File: src/rtl/spgd_dither_sequencer_pkg.sv
// Shared definitions for the SPGD dither sequencer: state encodings,
// sign-LFSR constants and a width-generic saturating adder.
package spgd_pkg;

    localparam logic [2:0] ST_IDLE     = 3'd0;
    localparam logic [2:0] ST_APPLY_P  = 3'd1;
    localparam logic [2:0] ST_SETTLE_P = 3'd2;
    localparam logic [2:0] ST_MEAS_P   = 3'd3;
    localparam logic [2:0] ST_APPLY_M  = 3'd4;
    localparam logic [2:0] ST_SETTLE_M = 3'd5;
    localparam logic [2:0] ST_MEAS_M   = 3'd6;
    localparam logic [2:0] ST_UPDATE   = 3'd7;

    // x^16 + x^14 + x^13 + x^11 + 1, shifting right: feedback = b0^b2^b3^b5
    localparam logic [15:0] LFSR_SEED = 16'hACE1;
    localparam logic [15:0] LFSR_TAPS = 16'h002D;

    // a + b computed one bit wider, clamped to a signed w-bit range.
    // Operands must already fit in 32 bits; callers truncate the result to w.
    function automatic logic signed [31:0] sat_add(input logic signed [31:0] a,
                                                   input logic signed [31:0] b,
                                                   input int w);
        logic signed [32:0] sum;
        logic signed [32:0] hi;
        logic signed [32:0] lo;
        sum = 33'(a) + 33'(b);
        hi  = (33'sd1 <<< (w - 1)) - 33'sd1;
        lo  = -(33'sd1 <<< (w - 1));
        if (sum > hi)
            return 32'(hi);
        else if (sum < lo)
            return 32'(lo);
        else
            return 32'(sum);
    endfunction

endpackage

File: src/rtl/spgd_dither_sequencer_if.sv
// Start/done handshake between the sequencer (master) and the ADC averager (slave).
interface spgd_dither_sequencer_if #(
    parameter int AVG_WIDTH = 24
);
    logic                        AVG_START;
    logic                        AVG_DONE;
    logic signed [AVG_WIDTH-1:0] AVG_DATA;

    modport master (output AVG_START, input AVG_DONE, input AVG_DATA);
    modport slave  (input AVG_START, output AVG_DONE, output AVG_DATA);
endinterface

File: src/rtl/spgd_dither_sequencer_sign_gen.sv
// Per-iteration dither sign source.
// SPGD_SEQ_LFSR_EN defined: 16-bit Fibonacci LFSR, bit0 -> s_A, bit1 -> s_B.
// SPGD_SEQ_LFSR_EN undefined: 2-bit iteration counter for deterministic bring-up.
// A sign bit of 1 means +1, 0 means -1. The source steps once per 'advance'.
module spgd_sign_gen
    import spgd_pkg::*;
(
    input  logic ADC_CLK,
    input  logic RST_N,
    input  logic advance,
    output logic s_A,
    output logic s_B
);

`ifdef SPGD_SEQ_LFSR_EN
    logic [15:0] lfsr_q, lfsr_d;

    // shift in the tap parity when an iteration completes
    always_comb begin
        lfsr_d = lfsr_q;
        if (advance)
            lfsr_d = {^(lfsr_q & LFSR_TAPS), lfsr_q[15:1]};
    end

    // LFSR register, restarts from the seed on reset
    always_ff @(posedge ADC_CLK or negedge RST_N) begin
        if (!RST_N) lfsr_q <= LFSR_SEED;
        else        lfsr_q <= lfsr_d;
    end

    assign s_A = lfsr_q[0];
    assign s_B = lfsr_q[1];
`else
    logic [1:0] cnt_q, cnt_d;

    // count completed iterations
    always_comb begin
        cnt_d = cnt_q;
        if (advance)
            cnt_d = cnt_q + 2'd1;
    end

    // iteration counter register
    always_ff @(posedge ADC_CLK or negedge RST_N) begin
        if (!RST_N) cnt_q <= 2'd0;
        else        cnt_q <= cnt_d;
    end

    assign s_A = cnt_q[0];
    assign s_B = cnt_q[1];
`endif

endmodule

File: src/rtl/spgd_dither_sequencer.sv
// SPGD iteration sequencer: dithers both DAC channels, requests one ADC
// average per polarity, then steps the base codes along the measured gradient.
// Sign source selected by SPGD_SEQ_LFSR_EN (see spgd_sign_gen).
//
//   state    | meaning
//   IDLE     | DACs hold base, waiting for ENABLE
//   APPLY_P  | load DAC = sat(base + s*dither)
//   SETTLE_P | wait SETTLE_CYCLES+1 cycles
//   MEAS_P   | pulse AVG_START, capture J+ on AVG_DONE
//   APPLY_M  | load DAC = sat(base - s*dither)
//   SETTLE_M | wait SETTLE_CYCLES+1 cycles
//   MEAS_M   | pulse AVG_START, capture J- on AVG_DONE
//   UPDATE   | base += s*step, DAC = base, pulse ITER_DONE
module spgd_dither_sequencer
    import spgd_pkg::*;
#(
    parameter int DAC_WIDTH    = 14,
    parameter int AVG_WIDTH    = 24,
    parameter int SETTLE_WIDTH = 16
) (
    input  logic                        ADC_CLK,
    input  logic                        RST_N,
    input  logic                        ENABLE,
    input  logic [DAC_WIDTH-2:0]        DITHER,
    input  logic [SETTLE_WIDTH-1:0]     SETTLE_CYCLES,
    input  logic [4:0]                  GAIN_SHIFT,
    spgd_dither_sequencer_if.master     avg_if,
    output logic signed [DAC_WIDTH-1:0] DACA_CODE_OUT,
    output logic signed [DAC_WIDTH-1:0] DACB_CODE_OUT,
    output logic signed [AVG_WIDTH:0]   DJ_OUT,
    output logic                        ITER_DONE,
    output logic                        BUSY,
    output logic [2:0]                  FSM_STATE
);

    logic [2:0]                  state_q, state_d;
    logic [SETTLE_WIDTH-1:0]     cnt_q, cnt_d;
    logic signed [DAC_WIDTH-1:0] base_a_q, base_a_d, base_b_q, base_b_d;
    logic signed [DAC_WIDTH-1:0] dac_a_q, dac_a_d, dac_b_q, dac_b_d;
    logic signed [AVG_WIDTH-1:0] jp_q, jp_d, jm_q, jm_d;
    logic signed [AVG_WIDTH:0]   dj_q, dj_d;
    logic                        start_q, start_d, done_q, done_d;

    logic                        s_a, s_b, advance;
    logic signed [31:0]          dith_w, off_a, off_b, step_w;
    logic signed [AVG_WIDTH:0]   jp_x, jm_x, dj_w, shifted_w;
    logic signed [DAC_WIDTH-1:0] app_a, app_b, upd_a, upd_b;

    spgd_sign_gen u_sign_gen (
        .ADC_CLK (ADC_CLK),
        .RST_N   (RST_N),
        .advance (advance),
        .s_A     (s_a),
        .s_B     (s_b)
    );

    // dithered codes for the current APPLY phase and the gradient step
    always_comb begin
        dith_w = signed'(32'(DITHER));
        off_a  = s_a ? dith_w : -dith_w;
        off_b  = s_b ? dith_w : -dith_w;
        if (state_q == ST_APPLY_M) begin
            off_a = -off_a;
            off_b = -off_b;
        end
        app_a = DAC_WIDTH'(sat_add(32'(base_a_q), off_a, DAC_WIDTH));
        app_b = DAC_WIDTH'(sat_add(32'(base_b_q), off_b, DAC_WIDTH));

        jp_x      = {jp_q[AVG_WIDTH-1], jp_q};
        jm_x      = {jm_q[AVG_WIDTH-1], jm_q};
        dj_w      = jp_x - jm_x;
        // shifts past the width leave only sign bits: 0 or -1
        shifted_w = dj_w >>> GAIN_SHIFT;
        step_w    = sat_add(32'(shifted_w), 32'sd0, DAC_WIDTH);
        upd_a     = DAC_WIDTH'(sat_add(32'(base_a_q), s_a ? step_w : -step_w, DAC_WIDTH));
        upd_b     = DAC_WIDTH'(sat_add(32'(base_b_q), s_b ? step_w : -step_w, DAC_WIDTH));
    end

    // sequencing FSM; dropping ENABLE returns the DACs to base without an update
    always_comb begin
        state_d  = state_q;
        cnt_d    = cnt_q;
        base_a_d = base_a_q;
        base_b_d = base_b_q;
        dac_a_d  = dac_a_q;
        dac_b_d  = dac_b_q;
        jp_d     = jp_q;
        jm_d     = jm_q;
        dj_d     = dj_q;
        start_d  = 1'b0;
        done_d   = 1'b0;
        advance  = 1'b0;
        case (state_q)
            ST_IDLE: begin
                if (ENABLE) state_d = ST_APPLY_P;
            end
            ST_APPLY_P, ST_APPLY_M: begin
                if (!ENABLE) begin
                    state_d = ST_IDLE;
                    dac_a_d = base_a_q;
                    dac_b_d = base_b_q;
                end else begin
                    dac_a_d = app_a;
                    dac_b_d = app_b;
                    cnt_d   = SETTLE_CYCLES;
                    state_d = (state_q == ST_APPLY_P) ? ST_SETTLE_P : ST_SETTLE_M;
                end
            end
            ST_SETTLE_P, ST_SETTLE_M: begin
                if (!ENABLE) begin
                    state_d = ST_IDLE;
                    dac_a_d = base_a_q;
                    dac_b_d = base_b_q;
                end else if (cnt_q == '0) begin
                    state_d = state_q + 3'd1;
                    start_d = 1'b1;
                end else begin
                    cnt_d = cnt_q - SETTLE_WIDTH'(1);
                end
            end
            ST_MEAS_P, ST_MEAS_M: begin
                if (!ENABLE) begin
                    state_d = ST_IDLE;
                    dac_a_d = base_a_q;
                    dac_b_d = base_b_q;
                end else if (avg_if.AVG_DONE && !start_q) begin
                    // a done pulse in the request cycle belongs to an older request
                    if (state_q == ST_MEAS_P) begin
                        jp_d    = avg_if.AVG_DATA;
                        state_d = ST_APPLY_M;
                    end else begin
                        jm_d    = avg_if.AVG_DATA;
                        state_d = ST_UPDATE;
                    end
                end
            end
            ST_UPDATE: begin
                base_a_d = upd_a;
                base_b_d = upd_b;
                dac_a_d  = upd_a;
                dac_b_d  = upd_b;
                dj_d     = dj_w;
                done_d   = 1'b1;
                advance  = 1'b1;
                state_d  = ENABLE ? ST_APPLY_P : ST_IDLE;
            end
            default: state_d = ST_IDLE;
        endcase
    end

    // state and datapath registers
    always_ff @(posedge ADC_CLK or negedge RST_N) begin
        if (!RST_N) begin
            state_q  <= ST_IDLE;
            cnt_q    <= '0;
            base_a_q <= '0;
            base_b_q <= '0;
            dac_a_q  <= '0;
            dac_b_q  <= '0;
            jp_q     <= '0;
            jm_q     <= '0;
            dj_q     <= '0;
            start_q  <= 1'b0;
            done_q   <= 1'b0;
        end else begin
            state_q  <= state_d;
            cnt_q    <= cnt_d;
            base_a_q <= base_a_d;
            base_b_q <= base_b_d;
            dac_a_q  <= dac_a_d;
            dac_b_q  <= dac_b_d;
            jp_q     <= jp_d;
            jm_q     <= jm_d;
            dj_q     <= dj_d;
            start_q  <= start_d;
            done_q   <= done_d;
        end
    end

    assign avg_if.AVG_START = start_q;
    assign DACA_CODE_OUT    = dac_a_q;
    assign DACB_CODE_OUT    = dac_b_q;
    assign DJ_OUT           = dj_q;
    assign ITER_DONE        = done_q;
    assign BUSY             = (state_q != ST_IDLE);
    assign FSM_STATE        = state_q;

endmodule
File: src/flat_wrapper.sv
// flat-port wrapper written by rule: the top's interface ports become plain ports
module spgd_dither_sequencer_flat import spgd_pkg::*;
#(
    parameter int DAC_WIDTH    = 14,
    parameter int AVG_WIDTH    = 24,
    parameter int SETTLE_WIDTH = 16
)
  (ADC_CLK, RST_N, ENABLE, DITHER, SETTLE_CYCLES, GAIN_SHIFT, DACA_CODE_OUT, DACB_CODE_OUT, DJ_OUT, ITER_DONE, BUSY, FSM_STATE, avg_if_AVG_START, avg_if_AVG_DONE, avg_if_AVG_DATA);
  spgd_dither_sequencer_if #(.AVG_WIDTH(AVG_WIDTH)) avg_if_i ();
  input  logic ADC_CLK;
  input  logic RST_N;
  input  logic ENABLE;
  input  logic [DAC_WIDTH-2:0] DITHER;
  input  logic [SETTLE_WIDTH-1:0] SETTLE_CYCLES;
  input  logic [4:0] GAIN_SHIFT;
  output logic signed [DAC_WIDTH-1:0] DACA_CODE_OUT;
  output logic signed [DAC_WIDTH-1:0] DACB_CODE_OUT;
  output logic signed [AVG_WIDTH:0] DJ_OUT;
  output logic ITER_DONE;
  output logic BUSY;
  output logic [2:0] FSM_STATE;
  output wire logic [$bits(avg_if_i.AVG_START)-1:0] avg_if_AVG_START;
  input wire logic [$bits(avg_if_i.AVG_DONE)-1:0] avg_if_AVG_DONE;
  input wire logic [$bits(avg_if_i.AVG_DATA)-1:0] avg_if_AVG_DATA;
  assign avg_if_AVG_START = avg_if_i.AVG_START;
  assign avg_if_i.AVG_DONE = avg_if_AVG_DONE;
  assign avg_if_i.AVG_DATA = avg_if_AVG_DATA;
  spgd_dither_sequencer #(.DAC_WIDTH(DAC_WIDTH), .AVG_WIDTH(AVG_WIDTH), .SETTLE_WIDTH(SETTLE_WIDTH)) u_core (.ADC_CLK(ADC_CLK), .RST_N(RST_N), .ENABLE(ENABLE), .DITHER(DITHER), .SETTLE_CYCLES(SETTLE_CYCLES), .GAIN_SHIFT(GAIN_SHIFT), .avg_if(avg_if_i), .DACA_CODE_OUT(DACA_CODE_OUT), .DACB_CODE_OUT(DACB_CODE_OUT), .DJ_OUT(DJ_OUT), .ITER_DONE(ITER_DONE), .BUSY(BUSY), .FSM_STATE(FSM_STATE));
endmodule
File: config.mk
export PLATFORM = sky130hd
export DESIGN_NAME = spgd_dither_sequencer_flat
export DESIGN_NICKNAME = d
export VERILOG_FILES = /design/src/rtl/spgd_dither_sequencer_pkg.sv /design/src/rtl/spgd_dither_sequencer_if.sv /design/src/rtl/spgd_dither_sequencer_sign_gen.sv /design/src/rtl/spgd_dither_sequencer.sv /design/src/flat_wrapper.sv
export SDC_FILE = /design/constraint.sdc
export NUM_CORES = 1
export LEC_CHECK = 0
export CORE_ASPECT_RATIO = 1.75
export CORE_MARGIN = 2
export CORE_UTILIZATION = 51
export CTS_BUF_LIST = sky130_fd_sc_hd__clkbuf_16
export CTS_CLUSTER_SIZE = 25
export DETAILED_ROUTE_END_ITERATION = 6
export DONT_BUFFER_PORTS = 1
export PLACE_DENSITY = 0.66
export SETUP_SLACK_MARGIN = 0.1
export SLEW_MARGIN = 0
export SYNTH_ARGS = -nofsm -noshare
export SYNTH_HDL_FRONTEND = slang
export SYNTH_SLANG_ARGS = --single-unit
File: constraint.sdc
create_clock -name ADC_CLK -period 9.3 [get_ports ADC_CLK]
set_input_delay 1.395 -clock ADC_CLK [delete_from_list [all_inputs] [get_ports ADC_CLK]]
set_output_delay 1.395 -clock ADC_CLK [all_outputs]
set_load 0.005 [all_outputs]
======== Word-level counts from Yosys, hierarchy flattened ========
Cells that the tools add are included.
W data, S select, Z words.
word-level totals
  register bits after elaboration ......... 152
  bits of input ports ..................... 62
  output and inout bits ................... 59
  word-level logic and storage cells ...... 106
operators by class
  add/subtract/negate cells ............... 12
  $lt $le $gt $ge ......................... 10
  equality and inequality tests ........... 14
  shifts and indexed selects .............. 1
  muxes and demuxes ....................... 40
  bitwise operators ....................... 1
  reductions and logical operators ........ 16
operators with widths
  kind                     count
  $mux W32                 8
  $mux W14                 12
  $add A14 B32 Y33         4
  $gt A33 B14 Y1 const B   4
  $lt A33 B14 Y1 const B   4
  $neg A32 Y32             3
  $pmux W14 S3             2
  $mux W16                 3
  $neg A13 Y32             1
  $pmux W16 S2             1
  $gt A25 B14 Y1 const B   1
  $lt A25 B14 Y1 const B   1
  $sshr A25 B5 Y25         1
  $sub A24 B24 Y25         1
  $mux W3                  7
  $logic_not A16 Y1        1
  $sub A16 B1 Y16 const B  1
  $pmux W3 S5              1
  $eq A3 B3 Y1 const B     4
  $reduce_and A4 Y1        3
  $ne A2 B2 Y1 const B     5
  $eq A3 B2 Y1 const B     2
  $ne A3 B2 Y1 const B     2
  $reduce_bool A3 Y1       2
  14 further kinds         20

======== Longest topological paths before layout ========
Gate-level depths: netlist (run 1).
  word-level depth ........................ 12
  depth in mapped cells ................... 37

======== By module ========
A second synthesis (run 1) with hierarchy kept.
second synthesis, totals
  cells, all modules ...................... 2,956
  area total of the unflattened synthesis .. 21,576.9 um^2
modules (own cells, without submodules)
  module                 instances  cells each  area an instance (um^2)
  spgd_dither_sequencer  1          2,951       21,505.6
  spgd_sign_gen          1          5           71.3

======== Worst setup path after synthesis (run 1) ========
No wires, ideal clock.
  path type ............................... in2reg
  from .................................... in GAIN_SHIFT[1]
  to ...................................... reg u_core.dac_a_q[12] (netlist: u_core.DACA_CODE_OUT[12])
  setup time .............................. 121 ps
  arrival ................................. 8,512 ps
  setup slack ............................. 666 ps
  cell stages on the path ................. 29
  path through ............................ clkbuf_1 clkbuf_1 clkbuf_1 mux4_2 a211oi_1 o221ai_1 and4b_1 or4b_4 nor4b_4 a31oi_2 o21ai_4 buf_6 o21ai_1 ha_1 clkbuf_1 a21o_1 nor4_1 and3_1 a2111oi_0 a21boi_0 xnor2_1 nor4_1 nand4b_1 nor4_1 a21o_1 and2_1 clkbuf_1 nand3_1 o22a_1
between the ends
  word-level cells in the longest chain between the ends .. 11
  elaborated cells between the ends (all ways) .. 13
  those cells by class .................... add/sub: 2; order compare: 4; shift: 1; mux: 6
RTL lines
  what                  line                             text
  start, declared       flat_wrapper.sv:15               input logic [4:0] GAIN_SHIFT;
  $sshr A25 B5 Y25 (*)  spgd_dither_sequencer.sv:73      shifted_w = dj_w >>> GAIN_SHIFT;
  $lt A25 B14 Y1        spgd_dither_sequencer_pkg.sv:31  else if (sum < lo)
  $mux W32              spgd_dither_sequencer_pkg.sv:31
  $mux W32 (*)          spgd_dither_sequencer_pkg.sv:29  if (sum > hi)
  $neg A32 Y32          spgd_dither_sequencer.sv:75      upd_a = DAC_WIDTH'(sat_add(32'(base_a_q), s_a ? step_w : -step_w, DAC_WIDTH));
  $mux W32 (*)          spgd_dither_sequencer.sv:75
  $add A14 B32 Y33 (*)  spgd_dither_sequencer_pkg.sv:26  sum = 33'(a) + 33'(b);
  $lt A33 B14 Y1        spgd_dither_sequencer_pkg.sv:31
  $mux W14              spgd_dither_sequencer_pkg.sv:31
  $mux W14 (*)          spgd_dither_sequencer_pkg.sv:29
  $pmux W14 S3 (*)      spgd_dither_sequencer.sv:93      case (state_q)
  end signal, assigned  spgd_dither_sequencer.sv:158     dac_a_q <= '0;
  end signal, assigned  spgd_dither_sequencer.sv:170     dac_a_q <= dac_a_d;
  end, declared         spgd_dither_sequencer.sv:39      logic signed [DAC_WIDTH-1:0] dac_a_q, dac_a_d, dac_b_q, dac_b_d;
Mark *: on every way between the ends. The rest lies on a longest branch, timed or not.
A chain may end at the register's enable or synchronous reset.

======== Final worst setup path (run 1) ========
  from .................................... reg u_core.jm_q[0]
  to ...................................... reg u_core.dac_b_q[1] (netlist: u_core.DACB_CODE_OUT[1])
between the ends
  word-level cells in the longest chain between the ends .. 12
  elaborated cells between the ends (all ways) .. 14
  those cells by class .................... add/sub: 3; order compare: 4; shift: 1; mux: 6
RTL lines
  what                    line                             text
  start, declared         spgd_dither_sequencer.sv:40      logic signed [AVG_WIDTH-1:0] jp_q, jp_d, jm_q, jm_d;
  start signal, assigned  spgd_dither_sequencer.sv:173     jm_q <= jm_d;
  $sub A24 B24 Y25 (*)    spgd_dither_sequencer.sv:71      dj_w = jp_x - jm_x;
  $sshr A25 B5 Y25 (*)    spgd_dither_sequencer.sv:73
  $lt A25 B14 Y1          spgd_dither_sequencer_pkg.sv:31
  $mux W32                spgd_dither_sequencer_pkg.sv:31
  $mux W32 (*)            spgd_dither_sequencer_pkg.sv:29
  $neg A32 Y32            spgd_dither_sequencer.sv:76      upd_b = DAC_WIDTH'(sat_add(32'(base_b_q), s_b ? step_w : -step_w, DAC_WIDTH));
  $mux W32 (*)            spgd_dither_sequencer.sv:76
  $add A14 B32 Y33 (*)    spgd_dither_sequencer_pkg.sv:26
  $lt A33 B14 Y1          spgd_dither_sequencer_pkg.sv:31
  $mux W14                spgd_dither_sequencer_pkg.sv:31
  $mux W14 (*)            spgd_dither_sequencer_pkg.sv:29
  $pmux W14 S3 (*)        spgd_dither_sequencer.sv:93
  end signal, assigned    spgd_dither_sequencer.sv:159     dac_b_q <= '0;
  end signal, assigned    spgd_dither_sequencer.sv:171     dac_b_q <= dac_b_d;
  end, declared           spgd_dither_sequencer.sv:39
Marks and branches as above.

==> results of run 1 <==
area by class of cell:
class / instances / area share (%)
sequential: 152 / 16.8
tap: 555 / 3.06
clock inverter: 15 / 0.816
clock buffer: 17 / 1.87
timing repair buffer: 68 / 2.32
multi-input combinational: 2466 / 73.5
inverter: 98 / 1.62
flip-flops by register name (all words and copies together) (netlist names):
register / cells
u_core.DACA_CODE_OUT: 14
u_core.cnt_q: 16
u_core.u_sign_gen.cnt_q: 2
u_core.base_b_q: 14
u_core.ITER_DONE: 1
u_core.DACB_CODE_OUT: 14
u_core.jp_q: 24
u_core.avg_if.AVG_START: 1
u_core.base_a_q: 14
u_core.FSM_STATE: 3
u_core.DJ_OUT: 25
u_core.jm_q: 24
through the flow:
stage | setup WS, ns | hold WS (ns) | util (%) | cells
final | 0.469 | 0.514 | 54.7 | 3371
after global routing | 0.0800 | 0.530 | 54.7 | 3371
after detailed placement | -0.0936 | 0.499 | 52.6 | 3334
after floorplan | 0.666 | 0.461 | - | 2881
after CTS | 0.208 | 0.516 | 54.1 | 3366
after global placement | 0.130 | 0.480 | 52.6 | 3334
critical path: cells and delay by family, from the launching register on:
kind,cells,cell delay [ns]
and+or+nand+nor,13,3.44
DFF,1,0.39
xor gates and xnor gates,1,0.16
AOI/OAI and AO/OA,14,3.56
adders and majority gates,3,0.90
buffers and inverters,1,0.19
worst paths after layout:
| kind | start | slack (ns) | end | cells past startpoint |
|---|---|---|---|---|
| max in group asynchronous | RST_N | 8.37 | u_core.u_sign_gen.cnt_q[0] | 0 |
| min in group asynchronous | RST_N | 0.63 | u_core.jm_q[18] | 0 |
| worst min-delay path | u_core.jp_q[6] | 0.51 | u_core.jp_q[6] | 1 |
| worst max register to register | u_core.jm_q[0] | 0.47 | u_core.DACB_CODE_OUT[1] | 32 |
| worst min register to register | u_core.jp_q[6] | 0.51 | u_core.jp_q[6] | 1 |
| worst max-delay path | u_core.jm_q[0] | 0.47 | u_core.DACB_CODE_OUT[1] | 32 |
timing repair:
item,4_1_cts,5_1_grt
buffers inserted,0,5
pin swaps,0,6
endpoints found under the setup margin,19,53
resized for setup,4,53
cloned,0,0
Yosys cell counts, types with 13 or more instances:
library cell / n
and2_1: 27
or2_2: 19
xor2_1: 51
nor3_1: 72
a21o_1: 87
nand2b_1: 30
nor4_1: 24
o2111ai_1: 14
mux2_2: 46
a211oi_1: 30
buf_2: 19
o31ai_1: 31
o21a_1: 41
inv_1: 95
a211o_1: 20
a31oi_1: 42
o22ai_1: 18
a22oi_1: 14
ha_1: 170
o32ai_1: 14
nand3_1: 107
o21ai_1: 43
and3_1: 31
a21oi_1: 228
dfrtp_1: 152
xnor2_1: 105
a21boi_0: 13
o21ai_0: 220
clkbuf_1: 131
nor2_1: 270
nand4_1: 32
o211ai_1: 22
nand2_1: 268
mux2i_1: 34
nor2b_1: 38
or3_1: 36
a2111oi_0: 13
per-layer routing:
| metal | GRT usage, % | up-vias |
|---|---|---|
| met5 | 0 | - |
| met4 | 32.0 | 0 |
| met3 | 5.93 | 399 |
| met2 | 66.6 | 893 |
| met1 | 33.8 | 10852 |
| li1 | - | 10610 |
kinds of logic after synthesis:
logic type | share of synthesized area (%)
buf+inv | 4.91
simple gates | 23.8
compound gates | 32.1
xor+xnor | 6.42
flops | 17.9
fa+ha+maj | 10.5
mux | 4.46
==> results.md, run 1 <==
* Initial antenna violation count at 0
* Synth Cell Area at 21300 µm²
* Worst Clk Skew at 0.0156 ns
* Die area at 43400 µm²
* Yosys reg bits at 152
* Routed Wire Length at 79500 µm
* Die Width at 158 µm
* Post-DP HPWL at 61500 µm
* Worst-Skew Late Latency at 0.46 ns
* Layout Area Growth over Synthesis at 6.69%
* Initial Utilization at 51.3%
* Met3 wire length at 3930 µm
* Vias in the first global route at 22578
* Footprint of the multi-input gates at 16700 µm²
* Hold Buf Count CTS at 0
* Max frequency at 0.113 GHz
* Sequential cell area at 3810 µm²
* Clock Pin Slew Worst Setup and Hold Paths at 0.08 ns
* Clock Tree Root: clkbuf_16
* Max Buffers Root-to-Sink at 2
* Layout Nets at 3040
* Synth Instances at 2881
* Core Area at 41500 µm²
* Sequential share of the synthesized area at 17.9%
* Yosys warns at 0
* GR Overflow Total at 0
* Max_cap viols at 0
* Top cells by area, synth: dfrtp_1, ha_1, a21oi_1
* Highest Signal Layer: met4
* CTS tree: built
* EDFF count, synth at 0
* Num rows at 99
* Routed via count at 22754
* Antenna-violating nets left at 0
* # setup viols final at 0
* Commonest non-fill, non-tap cell in the layout: nor2_1
* Post-synth top area cell: dfrtp_1
* Num CTS Buffers at 17
* Wire length per cell at 23.6 µm
* H-tree depth at 4
* Pre-antenna DRT Iters at 6
* Minimum clock period at 8.83 ns
* Vias per inst at 6.75
* Filler Cell Count at 4085
* Path type of the worst setup path: flop to flop
* Post-DP Area at 21800 µm²
* Main synth FF type: dfrtp_1
* Post-Route Setup TNS at 0 ns
* Most frequent CP cell: a21oi_1
* Max incr delay on CP at 0.66 ns
* Top cell type's share of synthesized area at 17.9%
* Detailed-route DRC error count at 0
* Metal-1 WL at 26800 µm
* RSZ-0062 raised after global routing: true
* Hold Fails Final Rpt at 0
* Arr. time, crit path at 9.11 ns
* Max-slew violation count at 0
* Met2 WL post-DR at 40700 µm
* HP Class: flop to flop
* Ports at 121
* GPL Wtd Cong at 1.01
* Syn Nets at 3118
* Port buffer count at 0
* Period utilization at 95.0%
* Slew margin rel. at 26.0%
* Largest net degree at the start of global routing at 153
* Synth unique cells at 104
* First-pass GRT wire length at 122000 µm
* Outcome: complete, no violations
* Most frequent cells in the layout: nor2_1, nand2_1, a21oi_1, o21ai_0, ha_1
* Element type at the critical path end: flop
* Ant diodes at 0
* Slowest CP cell: o31ai_2
* Drt first-iter violations at 1725
* Critical Path RT at 9.58 ns
* Syn avg cell area at 7.39 µm²
* Tightest Pin Transition at 1.09 ns
* Clk sinks at 152
* Layout cell share with drive strength beyond 1 at 9.23%
* Crit path launch type: flop
* Die height at 274 µm
* Design area at 22700 µm²
* Gr usage total at 36.2%
* Fraction of registers with async set/reset at 100%
* CP max FO at 6
Power of run 1 is left out: the tool's default activity adds up to more than one toggle a clock period on the data nets, which glitch-free logic cannot reach.
==> run 2: changes to the inputs <==
--- a/config.mk
+++ b/config.mk
@@ -9,7 +9,6 @@
 export CORE_MARGIN = 2
 export CORE_UTILIZATION = 51
 export CTS_BUF_LIST = sky130_fd_sc_hd__clkbuf_16
-export CTS_CLUSTER_SIZE = 25
 export DETAILED_ROUTE_END_ITERATION = 6
 export DONT_BUFFER_PORTS = 1
 export PLACE_DENSITY = 0.66
==> constraint.sdc (replaced) <==
create_clock -name ADC_CLK -period 9.3 [get_ports ADC_CLK]
set_input_delay 1.395 -clock ADC_CLK [delete_from_list [all_inputs] [get_ports ADC_CLK]]
set_output_delay 1.395 -clock ADC_CLK [all_outputs]
set_load 0.02 [all_outputs]
==> results.md, run 2 (synthesis gave the netlist of run 1 again) <==
* # setup viols final at 0
* Layout cell share with drive strength beyond 1 at 9.41%
* R2R setup slack at 0.31 ns
* Worst Clk Skew at 0.0144 ns
* Worst-Skew Late Latency at 0.46 ns
* Ant diodes at 0
* GRT met2 Usage at 66.2%
* Post-DP Area at 21800 µm²
* Vias per inst at 6.75
* Tightest Pin Transition at 1.05 ns
* Arr. time, crit path at 9.33 ns
* Die height at 274 µm
* Clk sinks at 152
* Routed Wire Length at 79600 µm
* Crit path launch type: flop
* Drt first-iter violations at 1826
* Most frequent cells in the layout: nor2_1, nand2_1, a21oi_1, o21ai_0, ha_1
* First-pass GRT wire length at 122000 µm
* Largest net degree at the start of global routing at 153
* Ports at 121
* Antenna-violating nets left at 0
* Core Area at 41500 µm²
* Num CTS Buffers at 17
* Initial Utilization at 51.3%
* Hold Fails Final Rpt at 0
* Pre-antenna DRT Iters at 7
* Worst-case reg-to-reg path depth at 31
* Clock Pin Slew Worst Setup and Hold Paths at 0.08 ns
* Num rows at 99
* Outcome: finished, violations left
* Max_cap viols at 0
* Initial antenna violation count at 0
* Max incr delay on CP at 0.57 ns
* Clock Tree Root: clkbuf_16
* Vias in the first global route at 22144
* Element type at the critical path end: flop
* Path type of the worst setup path: flop to flop
* Commonest non-fill, non-tap cell in the layout: nor2_1
* Slowest CP cell: o311a_2
* RSZ-0062 raised after global routing: false
* WHS Path Cells at 1
* Cell family with most CP delay: compound AO/OA/AOI/OAI gates
* Slew margin rel. at 28.6%
* Routed via count at 22772
* Crit path buffers/inverters at 1
* Met3 GRT Util at 6.16%
* FF-to-FF End: u_core.DACB_CODE_OUT[3]
* Layout Nets at 3041
* Minimum clock period at 8.99 ns
* Hold Buf Count CTS at 0
* Post-DP HPWL at 61700 µm
* Max-slew violation count at 0
* Met1 usage at 33.9%
* Layout Area Growth over Synthesis at 6.87%
* Wire length per cell at 23.6 µm
* Hold Slack at 0.513 ns
* Failing checks: DRC
* Period utilization at 96.6%
* Hold Path End: u_core.jp_q[0]
* Max FFs per register at 25
* FF-to-FF Start: u_core.jm_q[0]
* Design area at 22700 µm²
* H-tree depth at 4
* Gr usage total at 36.1%
* Detailed-route DRC error count at 1
* Critical Path RT at 9.64 ns
* Worst hold path startpoint: u_core.jp_q[0]
* HP Class: flop to flop
* GPL Wtd Cong at 1.01
* Max Buffers Root-to-Sink at 2
* Top Usage Layer GRT: met2
* Die area at 43400 µm²
* Port buffer count at 0
* CTS tree: built
* Die Width at 158 µm
* GR Overflow Total at 0
* Max frequency at 0.111 GHz
* CP max FO at 22
-- run 2: changes by cell type in the layout (fill, tap and decap cells not counted), sizes merged --
| cell | change |
|---|---|
| bufinv | -1 |
| buf | +1 |
| clkinv | -1 |
| clkinvlp | +1 |
| inv | +1 |
-- run 2: worst max path at each step --
stage | start | to | slack, ns | depth (start not counted)
finish | u_core.jm_q[0] | u_core.DACB_CODE_OUT[3] | 0.31 | 31
global route | u_core.jp_q[0] | u_core.DACB_CODE_OUT[11] | 0.08 | 32
CTS | u_core.jm_q[0] | u_core.DACB_CODE_OUT[12] | 0.20 | 30
detailed placement | u_core.jm_q[0] | u_core.DACB_CODE_OUT[3] | -0.15 | 29
global placement | u_core.jm_q[0] | u_core.DACB_CODE_OUT[12] | 0.13 | 29
floorplan | GAIN_SHIFT[1] | u_core.DACA_CODE_OUT[12] | 0.67 | 29
-- run 2: final cells by class --
cell class	instances	area, µm²
fillers	4064	18800
multi-input cells	2466	16800
flip-flops and latches	152	3810
well taps	555	694
repair buffers	69	534
clock buffers	17	425
inverters	98	368
clock inverters	15	163
-- run 2: layer usage --
layer  part of all wire, %  wire (µm)
met4                    10       8280
met5                     0          0
met3                   5.5       4380
met2                    51      40700
met1                    33      26200
-- run 2: stage by stage --
step | cells | setup WS, ns | TNS, ns | util (%)
floorplan | 2881 | 0.666 | 0 | -
global placement | 3334 | 0.133 | 0 | 52.6
detailed placement | 3334 | -0.147 | -0.873 | 52.6
CTS | 3366 | 0.199 | 0 | 54.1
global route | 3372 | 0.0752 | 0 | 54.8
finish | 3372 | 0.312 | 0 | 54.8
-- run 2: what timing repair did --
item | in CTS | in global routing
resized for setup | 8 | 57
endpoints found under the hold margin | 0 | 0
pin swaps | 0 | 6
setup buffers | 0 | 6
endpoints found under the setup margin | 19 | 53
gates cloned | 0 | 0
Power of run 2 is left out for the same reason.
